**config.mk**
```make
export PLATFORM = sky130hd
export DESIGN_NAME = interrupt_acknowledge_sequencer
export DESIGN_NICKNAME = d
export VERILOG_FILES = /design/src/rtl/interrupt_acknowledge_sequencer.sv
export SDC_FILE = /design/constraint.sdc
export NUM_CORES = 1
export LEC_CHECK = 0
export CORE_UTILIZATION = 25
export CTS_BUF_LIST = sky130_fd_sc_hd__clkbuf_16
export DETAILED_ROUTE_END_ITERATION = 8
export SETUP_SLACK_MARGIN = 0.05
export SLEW_MARGIN = 5
export SYNTH_ARGS = -nofsm -noshare
export SYNTH_HDL_FRONTEND = slang
export SYNTH_SLANG_ARGS = --single-unit
```
**constraint.sdc**
```tcl
create_clock -name clock -period 18.7 [get_ports clock]
set_input_delay 5.61 -clock clock [delete_from_list [all_inputs] [get_ports clock]]
set_output_delay 5.61 -clock clock [all_outputs]
set_load 0.03 [all_outputs]
```
**src/rtl/interrupt_acknowledge_sequencer.sv**
```systemverilog
// rtl/interrupt_acknowledge_sequencer.sv - INTA cycle sequencer, ISR and vector/CALL byte generation.
// Optional spurious IRQ7 handling is enabled by defining PIC_SPURIOUS_IRQ7_EN.
module interrupt_acknowledge_sequencer (
    input  logic       clock,
    input  logic       reset,
    input  logic       write_initial_command_word_1,
    input  logic       interrupt_acknowledge_n,
    input  logic       u8086_or_mcs80_config,
    input  logic [7:0] interrupt,
    input  logic [7:0] end_of_interrupt,
    input  logic [2:0] priority_rotate,
    input  logic [4:0] interrupt_vector_base,
    input  logic [2:0] call_address_low,
    input  logic [7:0] call_address_high,
    output logic       interrupt_to_cpu,
    output logic [7:0] acknowledge_interrupt,
    output logic       end_of_acknowledge_sequence,
    output logic [7:0] in_service_register,
    output logic [7:0] highest_level_in_service,
    output logic       out_control_logic_data,
    output logic [7:0] control_logic_data
);

    typedef enum logic [1:0] {
        IDLE = 2'd0,
        ACK1 = 2'd1,
        ACK2 = 2'd2,
        ACK3 = 2'd3
    } state_t;

    state_t     state;
    state_t     next_state;
    logic       inta_q;
    logic       falling;
    logic       rising;
    logic       start;
    logic       start_ok;
    logic       finish;
    logic [2:0] level_q;
    logic [2:0] start_level;
    logic [7:0] set_mask;
    logic       drive_next;
    logic [7:0] data_next;

    assign falling = inta_q & ~interrupt_acknowledge_n;
    assign rising  = ~inta_q & interrupt_acknowledge_n;

    function automatic logic [2:0] encode(input logic [7:0] onehot);
        logic [2:0] idx;
        idx = 3'd0;
        for (int i = 0; i < 8; i++) begin
            if (onehot[i]) idx = 3'(i);
        end
        return idx;
    endfunction

    // A request of zero only gets here with spurious handling, and then reports level 7.
    assign start_level = (interrupt != 8'h00) ? encode(interrupt) : 3'd7;
    assign set_mask    = start ? interrupt : 8'h00;

    always_comb begin
        next_state = state;
        start      = 1'b0;
        finish     = 1'b0;
`ifdef PIC_SPURIOUS_IRQ7_EN
        start_ok   = 1'b1;
`else
        start_ok   = (interrupt != 8'h00);
`endif
        case (state)
            IDLE: begin
                if (falling && start_ok) begin
                    next_state = ACK1;
                    start      = 1'b1;
                end
            end
            ACK1: begin
                if (falling) next_state = ACK2;
            end
            ACK2: begin
                if (u8086_or_mcs80_config && rising) begin
                    next_state = IDLE;
                    finish     = 1'b1;
                end else if (!u8086_or_mcs80_config && falling) begin
                    next_state = ACK3;
                end
            end
            ACK3: begin
                if (rising) begin
                    next_state = IDLE;
                    finish     = 1'b1;
                end
            end
            default: next_state = IDLE;
        endcase
        if (write_initial_command_word_1) begin
            next_state = IDLE;
            start      = 1'b0;
            finish     = 1'b0;
        end
    end

    // Bus drive follows the state being entered so each byte appears with its pulse.
    always_comb begin
        drive_next = 1'b0;
        data_next  = 8'h00;
        if (!interrupt_acknowledge_n) begin
            case (next_state)
                ACK1: begin
                    if (!u8086_or_mcs80_config) begin
                        drive_next = 1'b1;
                        data_next  = 8'hCD;
                    end
                end
                ACK2: begin
                    drive_next = 1'b1;
                    if (u8086_or_mcs80_config) data_next = {interrupt_vector_base, level_q};
                    else                       data_next = {call_address_low, level_q, 2'b00};
                end
                ACK3: begin
                    if (!u8086_or_mcs80_config) begin
                        drive_next = 1'b1;
                        data_next  = call_address_high;
                    end
                end
                default: begin
                    drive_next = 1'b0;
                    data_next  = 8'h00;
                end
            endcase
        end
    end

    always_ff @(posedge clock) begin
        if (reset) begin
            state                       <= IDLE;
            inta_q                      <= 1'b1;
            interrupt_to_cpu            <= 1'b0;
            acknowledge_interrupt       <= 8'h00;
            level_q                     <= 3'd0;
            end_of_acknowledge_sequence <= 1'b0;
            in_service_register         <= 8'h00;
            out_control_logic_data      <= 1'b0;
            control_logic_data          <= 8'h00;
        end else begin
            state                       <= next_state;
            inta_q                      <= interrupt_acknowledge_n;
            end_of_acknowledge_sequence <= finish;
            out_control_logic_data      <= drive_next;
            control_logic_data          <= data_next;
            in_service_register         <= (in_service_register | set_mask) & ~end_of_interrupt;
            if (write_initial_command_word_1) begin
                interrupt_to_cpu      <= 1'b0;
                acknowledge_interrupt <= 8'h00;
            end else if (start) begin
                interrupt_to_cpu      <= 1'b0;
                acknowledge_interrupt <= interrupt;
                level_q               <= start_level;
            end else begin
                interrupt_to_cpu      <= (state == IDLE) && (interrupt != 8'h00);
            end
        end
    end

    // Walk from the lowest priority down to the highest so the highest set level wins.
    always_comb begin
        logic [2:0] idx;
        highest_level_in_service = 8'h00;
        idx = 3'd0;
        for (int i = 7; i >= 0; i--) begin
            idx = priority_rotate + 3'd1 + 3'(i);
            if (in_service_register[idx]) highest_level_in_service = 8'h01 << idx;
        end
    end

endmodule

```
# Yosys cells after proc, flatten, opt, wreduce, memory -nomap -nowiden

Cells that the tools add are included.

Reductions and logical operators: 12
Bitwise gates (word level): 8
Order comparisons: 8
Equality and inequality tests: 6
Shifts and indexed selects: 8
Add/sub/neg operators: 8
Muxes and demuxes: 52

Operators by type and width:

| cell                                                                 | number |
|---|---|
| 8-bit 2-to-1 mux                                                     | 12 |
| 1-bit by 3-bit left shift with 8-bit output, first input constant    | 8 |
| 3-bit by 4-bit < comparator with 1-bit output, second input constant | 8 |
| 1-bit binary-select mux with 3-bit select                            | 8 |
| 8-bit one-hot mux with 3 select lines                                | 1 |
| 3-bit 2-to-1 mux                                                     | 7 |
| 1-bit 2-to-1 mux                                                     | 15 |
| 3-bit adder, second input constant                                   | 4 |
| 2-bit 2-to-1 mux                                                     | 6 |
| 8-bit AND                                                            | 1 |
| 2-bit == test, second input constant                                 | 4 |
| 8-bit inverter                                                       | 1 |
| 8-bit bitwise OR                                                     | 1 |
| 2-bit one-hot mux with 4 select lines                                | 1 |
| 8-bit nonzero test                                                   | 1 |
| 3-bit by 1-bit adder with 3-bit output, second input constant        | 2 |
| 3-bit by 2-bit adder with 3-bit output, second input constant        | 2 |
| 2-bit OR reduction                                                   | 3 |
| 2-bit by 1-bit == test with 1-bit output, second input constant      | 2 |
| 1-bit logical AND                                                    | 4 |
| 1-bit one-hot mux with 2 select lines                                | 2 |
| 1-bit inverter                                                       | 3 |
| 3-bit OR reduction                                                   | 1 |
| 1-bit AND                                                            | 2 |
| 3 further kinds                                                      | 3 |

Register bits: 33
Logic and storage cells: 111
Output and inout bits: 35
Input bits: 40

# Longest topological paths before layout

Depth in word-level cells: 12
Mapped depth: 11
Mapped depth without buffers: 10

# Least setup slack after synthesis

No wires, ideal clock.

Kind: in2out
From: input port priority_rotate[0]
To: output port highest_level_in_service[7]
Path slack: 4,595 ps
Data required time: 13,090 ps
Stages on the path: 11
Data arrival time: 8,495 ps
Buffers on the path: 1
Path through: ha_1 -> ha_1 -> buf_6 -> inv_1 -> ha_1 -> or3_2 -> o22ai_1 -> a21oi_1 -> and4b_2 -> o221ai_1 -> a21oi_1

Longest elaborated chain between the ends: 12
Elaborated cells on any way between the ends: 40
Classes of those cells: 8 x add/sub; 8 x shift; 24 x mux

Ends and longest elaborated chain:

| item                                      | RTL line | source |
|---|---|---|
| from (decl)                               | 11       | `input logic [2:0] priority_rotate,` |
| 3-bit by 1-bit adder with 3-bit output *  | 171      | `idx = priority_rotate + 3'd1 + 3'(i);` |
| 3-bit adder                               | 171      |  |
| 1-bit binary-select mux with 3-bit select | 172      | `if (in_service_register[idx]) highest_level_in_service = 8'h01 << idx;` |
| 1-bit 2-to-1 mux (not written as such)    | 172      |  |
| 8-bit 2-to-1 mux (7 in a row)             | 172      |  |
| 8-bit 2-to-1 mux *                        | 172      |  |
| to (decl)                                 | 19       | `output logic [7:0] highest_level_in_service,` |

Every way passes the cells marked *; elsewhere a longest branch is shown, timed or not. The select of a mux whose other input is x is not followed.

# Worst setup path in the final report

From: input port priority_rotate[0]
To: output port highest_level_in_service[5]

The elaborated chain is that of the path after synthesis.

==> results <==
- The flow ran to the end, and the final reports show no timing, DRC or antenna violations.
- The clock tree root buffer cell is sky130_fd_sc_hd__clkbuf_16.
- The die covers ~0.011 sq mm.
- CTS built an H-tree with a depth of 2.
- The hold violation total from the final report came to 0.
- The data required time at the worst endpoint is 13.09 ns.
- The detailed-routing wirelength on met1 is ~3600 microns.
- The worst register-to-register path begins at state[0].
- Clock-pin slew was measured on the worst setup and hold paths at 0.05 ns.
- Using the TritonRoute via totals, the vias-per-cell ratio works out to 5.35.
- Summing over every cut layer, the via total after detailed routing is 2808.
- By area the synthesized netlist is led by sky130_fd_sc_hd__dfxtp_1 (25%), sky130_fd_sc_hd__a21oi_1 (6.5%), sky130_fd_sc_hd__ha_1 (6.2%).
- In this design, the stage delay of the slowest critical-path cell is between 0.7 and 0.8 ns.
- The critical path in this run is classified as in -> out.
- The actual transition at the worst max-transition pin is 1.04 ns.
- The diode insertion count for antenna repair is 0.
- The critical path starts at priority_rotate[0].
- On the critical path, the stage with the largest delay is an instance of sky130_fd_sc_hd__clkdlybuf4s50_1.
- Summed over all failing endpoints, the final setup total negative slack is 0 ns.
- The first global-routing pass estimated around 13000 microns of wire.
- Synthesis instantiated 60 different standard cells from the library.
- The maximum number of buffers from clock root to sink is 2.
- Detailed routing placed a total of 3630 microns of wire on met2.
- The sort of element at the start of the critical path is an input port.
- The proportion of register bits with asynchronous set or reset after synthesis is 0.
- Walking the worst path, the cells encountered are clkdlybuf4s50_1 > ha_1 > ha_1 > inv_1 > ha_1 > or3b_2 > o22ai_1 > nor2_1 > a32o_1 > a22o_1 > or3_1 > clkdlybuf4s50_1.
- In the layout the commonest cells are sky130_fd_sc_hd__clkdlybuf4s50_1 (74), sky130_fd_sc_hd__nand2_1 (38), sky130_fd_sc_hd__a21oi_1 (34).
- The leakage power figure is 1.25 nW.
- The cell with the most instances on the worst path is sky130_fd_sc_hd__ha_1.
- For this block, the routed nets add up to 8280 microns of wire.
- TritonCTS built the clock tree.
- The worst hold path stage count is 2.
- The count of unresolved DRC violations after routing is 0.
- The maximum fanout along the worst path is 17.
- For this run, the number of Yosys warnings is 0.
- The initial utilization of the core area, before any placement, comes to 0.256.
- The classification of the worst-slack hold path is reg -> reg.
- The cell area after synthesis is 0.00263 sq mm.
- The number of nets in the finished design is 442.
- Timing would allow up to 0.0619 GHz.
- Counting the buffers created by CTS gives 5.
- The routed wire length per instance is 15.8 microns.
- The largest area contributor in the netlist is sky130_fd_sc_hd__dfxtp_1.
- The insertion delay of the later-clocked pin in the worst-skew pair is about 0.27 ns.
- After clock tree synthesis, the repair step resized 0 gates.
- Of the post-synthesis cell area, the dominant cell type holds 0.251.
- The proportion of layout cells with a drive suffix above 1 is 0.0797.
- The category of the worst setup path capture point is a primary output.
- The number of synthesized register bits is 33.
- The half-perimeter wire length after detailed placement is between 6000 and 7000 microns.
- The destination of the worst register-to-register timing path is control_logic_data[6].
- The final count of negative-setup-slack endpoints is 0.
- The commonest non-fill, non-tap cell in the layout is sky130_fd_sc_hd__clkdlybuf4s50_1.
- Across the VDD grid, the largest voltage drop is approximately 0.057 mV.
- The buffers inserted during post-CTS setup optimization is 0.
- The synthesized netlist cell count is 327.
- The worst slack at placement is 2.56 ns.
- Setup repair after global routing left no endpoint under its margin.
- The number of pins exceeding their max-slew limit in the final report was 0.
- The number of enable flip-flop cells after synthesis is 0.
- The core region is roughly 0.010 sq mm.
- Across all setup checks in the final design, the least slack found is around 2.6 ns.
- The detailed router finished its first iteration with 126 violations.
- Summed over all layers, the global routing overflow is 0.
- The count of port buffers added during placement is 74.
- Measured against its own limit, the worst slew margin works out to 0.303.
- The power per standard cell area is 57.4 mW/mm^2.
- The number of antenna violations at the first check in global routing is 0.
- The area overhead of the layout relative to synthesis is 35.4%.
- In this run the worst setup path terminates at highest_level_in_service[5].
- Between clock sinks in the finished design, the worst skew comes to 0.00245 ns.
- The post-layout minimum cycle time is 16.15 ns.
- The tool flagged a number of max-cap violations equal to 0.
- Dividing the final minimum period by the clock period gives 0.864.
- The cts-stage hold buffer count is 0.
- Setup slack on the worst reg-to-reg path comes out at roughly 16 ns.
- The height of the die is 105 microns.
- Summed over all nets, wire length on met3 after detailed routing comes to approximately 840 microns.
- The number of iterations in the first detailed-routing pass is 5.
- The total number of placement rows is 37.
- The leading register cell type out of synthesis is sky130_fd_sc_hd__dfxtp_1.
- When the netlist entered floorplanning its net count stood at 380.
- The via count of the first global-routing pass was 2691.
- For this design, the sink count on the clock tree is 33.
- During I/O placement, the number of pins put on the boundary was 75.
- The remaining number of nets flagged by the antenna check after routing is 0.
- The die boundary width is ~100 microns.
- Averaged over all synthesized cells, the footprint is 8.04 sq um.
- The maximum number of pins on one net before global-route repair is 19.
- The congestion estimate from routability-driven global placement came to a little under 1.
- The overall track demand over capacity in global routing is 0.151.
- STA puts the critical path data arrival time at ~11 ns.
- For this run, the register share of the synthesized area comes to 0.251.
- Counting cells, the worst reg-to-reg path comes to 6.
- The top layer reached by signal wires is met4.
how the worst min path moves through the flow:
stage / startpoint / end / slack (ns)
2_1_floorplan: level_q[2] / level_q[2] / 0.44
3_5_place_dp: acknowledge_interrupt[4] / acknowledge_interrupt[4] / 0.45
6_report: acknowledge_interrupt[0] / acknowledge_interrupt[0] / 0.46
5_1_grt: acknowledge_interrupt[5] / acknowledge_interrupt[5] / 0.47
4_1_cts: acknowledge_interrupt[4] / acknowledge_interrupt[4] / 0.46
3_3_place_gp: acknowledge_interrupt[4] / acknowledge_interrupt[4] / 0.45
routing by layer:
layer	vias up	global-route usage
met5	-	0
met3	18	0.0476
met2	148	0.232
met1	1287	0.194
met4	0	0.0612
li1	1355	-
state kept, by name, indices dropped and copies added (netlist names):
| name | count |
|---|---|
| acknowledge_interrupt | 8 |
| control_logic_data | 8 |
| end_of_acknowledge_sequence | 1 |
| in_service_register | 8 |
| inta_q | 1 |
| interrupt_to_cpu | 1 |
| level_q | 3 |
| out_control_logic_data | 1 |
| state | 2 |
synth_stat cells, types with 3 or more instances:
cell type                  count
sky130_fd_sc_hd__o211ai_1      3
sky130_fd_sc_hd__inv_1         9
sky130_fd_sc_hd__a22oi_1       3
sky130_fd_sc_hd__nand2b_1      4
sky130_fd_sc_hd__a222oi_1      3
sky130_fd_sc_hd__ha_1         13
sky130_fd_sc_hd__clkbuf_1     13
sky130_fd_sc_hd__dfxtp_1      33
sky130_fd_sc_hd__o22a_1        5
sky130_fd_sc_hd__buf_6         3
sky130_fd_sc_hd__a21oi_1      34
sky130_fd_sc_hd__nor2b_1       6
sky130_fd_sc_hd__nand3_1       5
sky130_fd_sc_hd__or2_2         3
sky130_fd_sc_hd__o22ai_1      11
sky130_fd_sc_hd__nand2_1      38
sky130_fd_sc_hd__or3_1         4
sky130_fd_sc_hd__mux2_2        8
sky130_fd_sc_hd__o21ai_0      12
sky130_fd_sc_hd__mux2i_1      10
sky130_fd_sc_hd__nor2_1       23
sky130_fd_sc_hd__nor3_1       19
sky130_fd_sc_hd__a211oi_1      3
sky130_fd_sc_hd__and2_1        6
sky130_fd_sc_hd__a32oi_1       4
sky130_fd_sc_hd__a31oi_1       4
worst max-delay path: cells and delay by family:
kind / cells / cell delay (ns)
buf+inv: 3 / 1.59
compound gates: 3 / 0.81
simple gates: 3 / 0.96
fa+ha+maj: 3 / 1.56
layout make-up:
cell class                 count  area [sq um]
timing repair buffer          74           741
tap                          136           170
fill                        1089          6720
sequential                    33           661
clock buffer                   5           125
multi-input combinational    266          1820
clock inverter                 2          7.51
inverter                       9          33.8
kinds of logic after synthesis:
group	after synthesis	synth area share
simple gates	125	0.243
xor+xnor	2	0.00667
flops	33	0.251
compound gates	102	0.257
mux	24	0.124
buf+inv	28	0.0562
fa+ha+maj	13	0.0619
report_power, final:
group	leakage [nW]	switching, W	internal [W]	total, W
Combinational	0.916	0.0000309	0.0000256	0.0000565
Clock	0.0685	0.0000264	0.0000474	0.0000739
Sequential	0.268	0.00000148	0.0000723	0.0000738
Total	1.25	0.0000588	0.000145	0.000204
per-stage QoR:
stage / instance area [sq um] / utilization / hold WS, ns / std cells / total power, W
2_1_floorplan: 2630 / - / 0.441 / 327 / 0.000111
3_3_place_gp: 3420 / 0.333 / 0.446 / 518 / 0.000131
3_5_place_dp: 3420 / 0.333 / 0.450 / 518 / 0.000131
4_1_cts: 3560 / 0.346 / 0.460 / 525 / 0.000207
5_1_grt: 3560 / 0.346 / 0.471 / 525 / 0.000215
6_report: 3560 / 0.346 / 0.456 / 525 / 0.000204
Power figures use the tool's default switching activity.
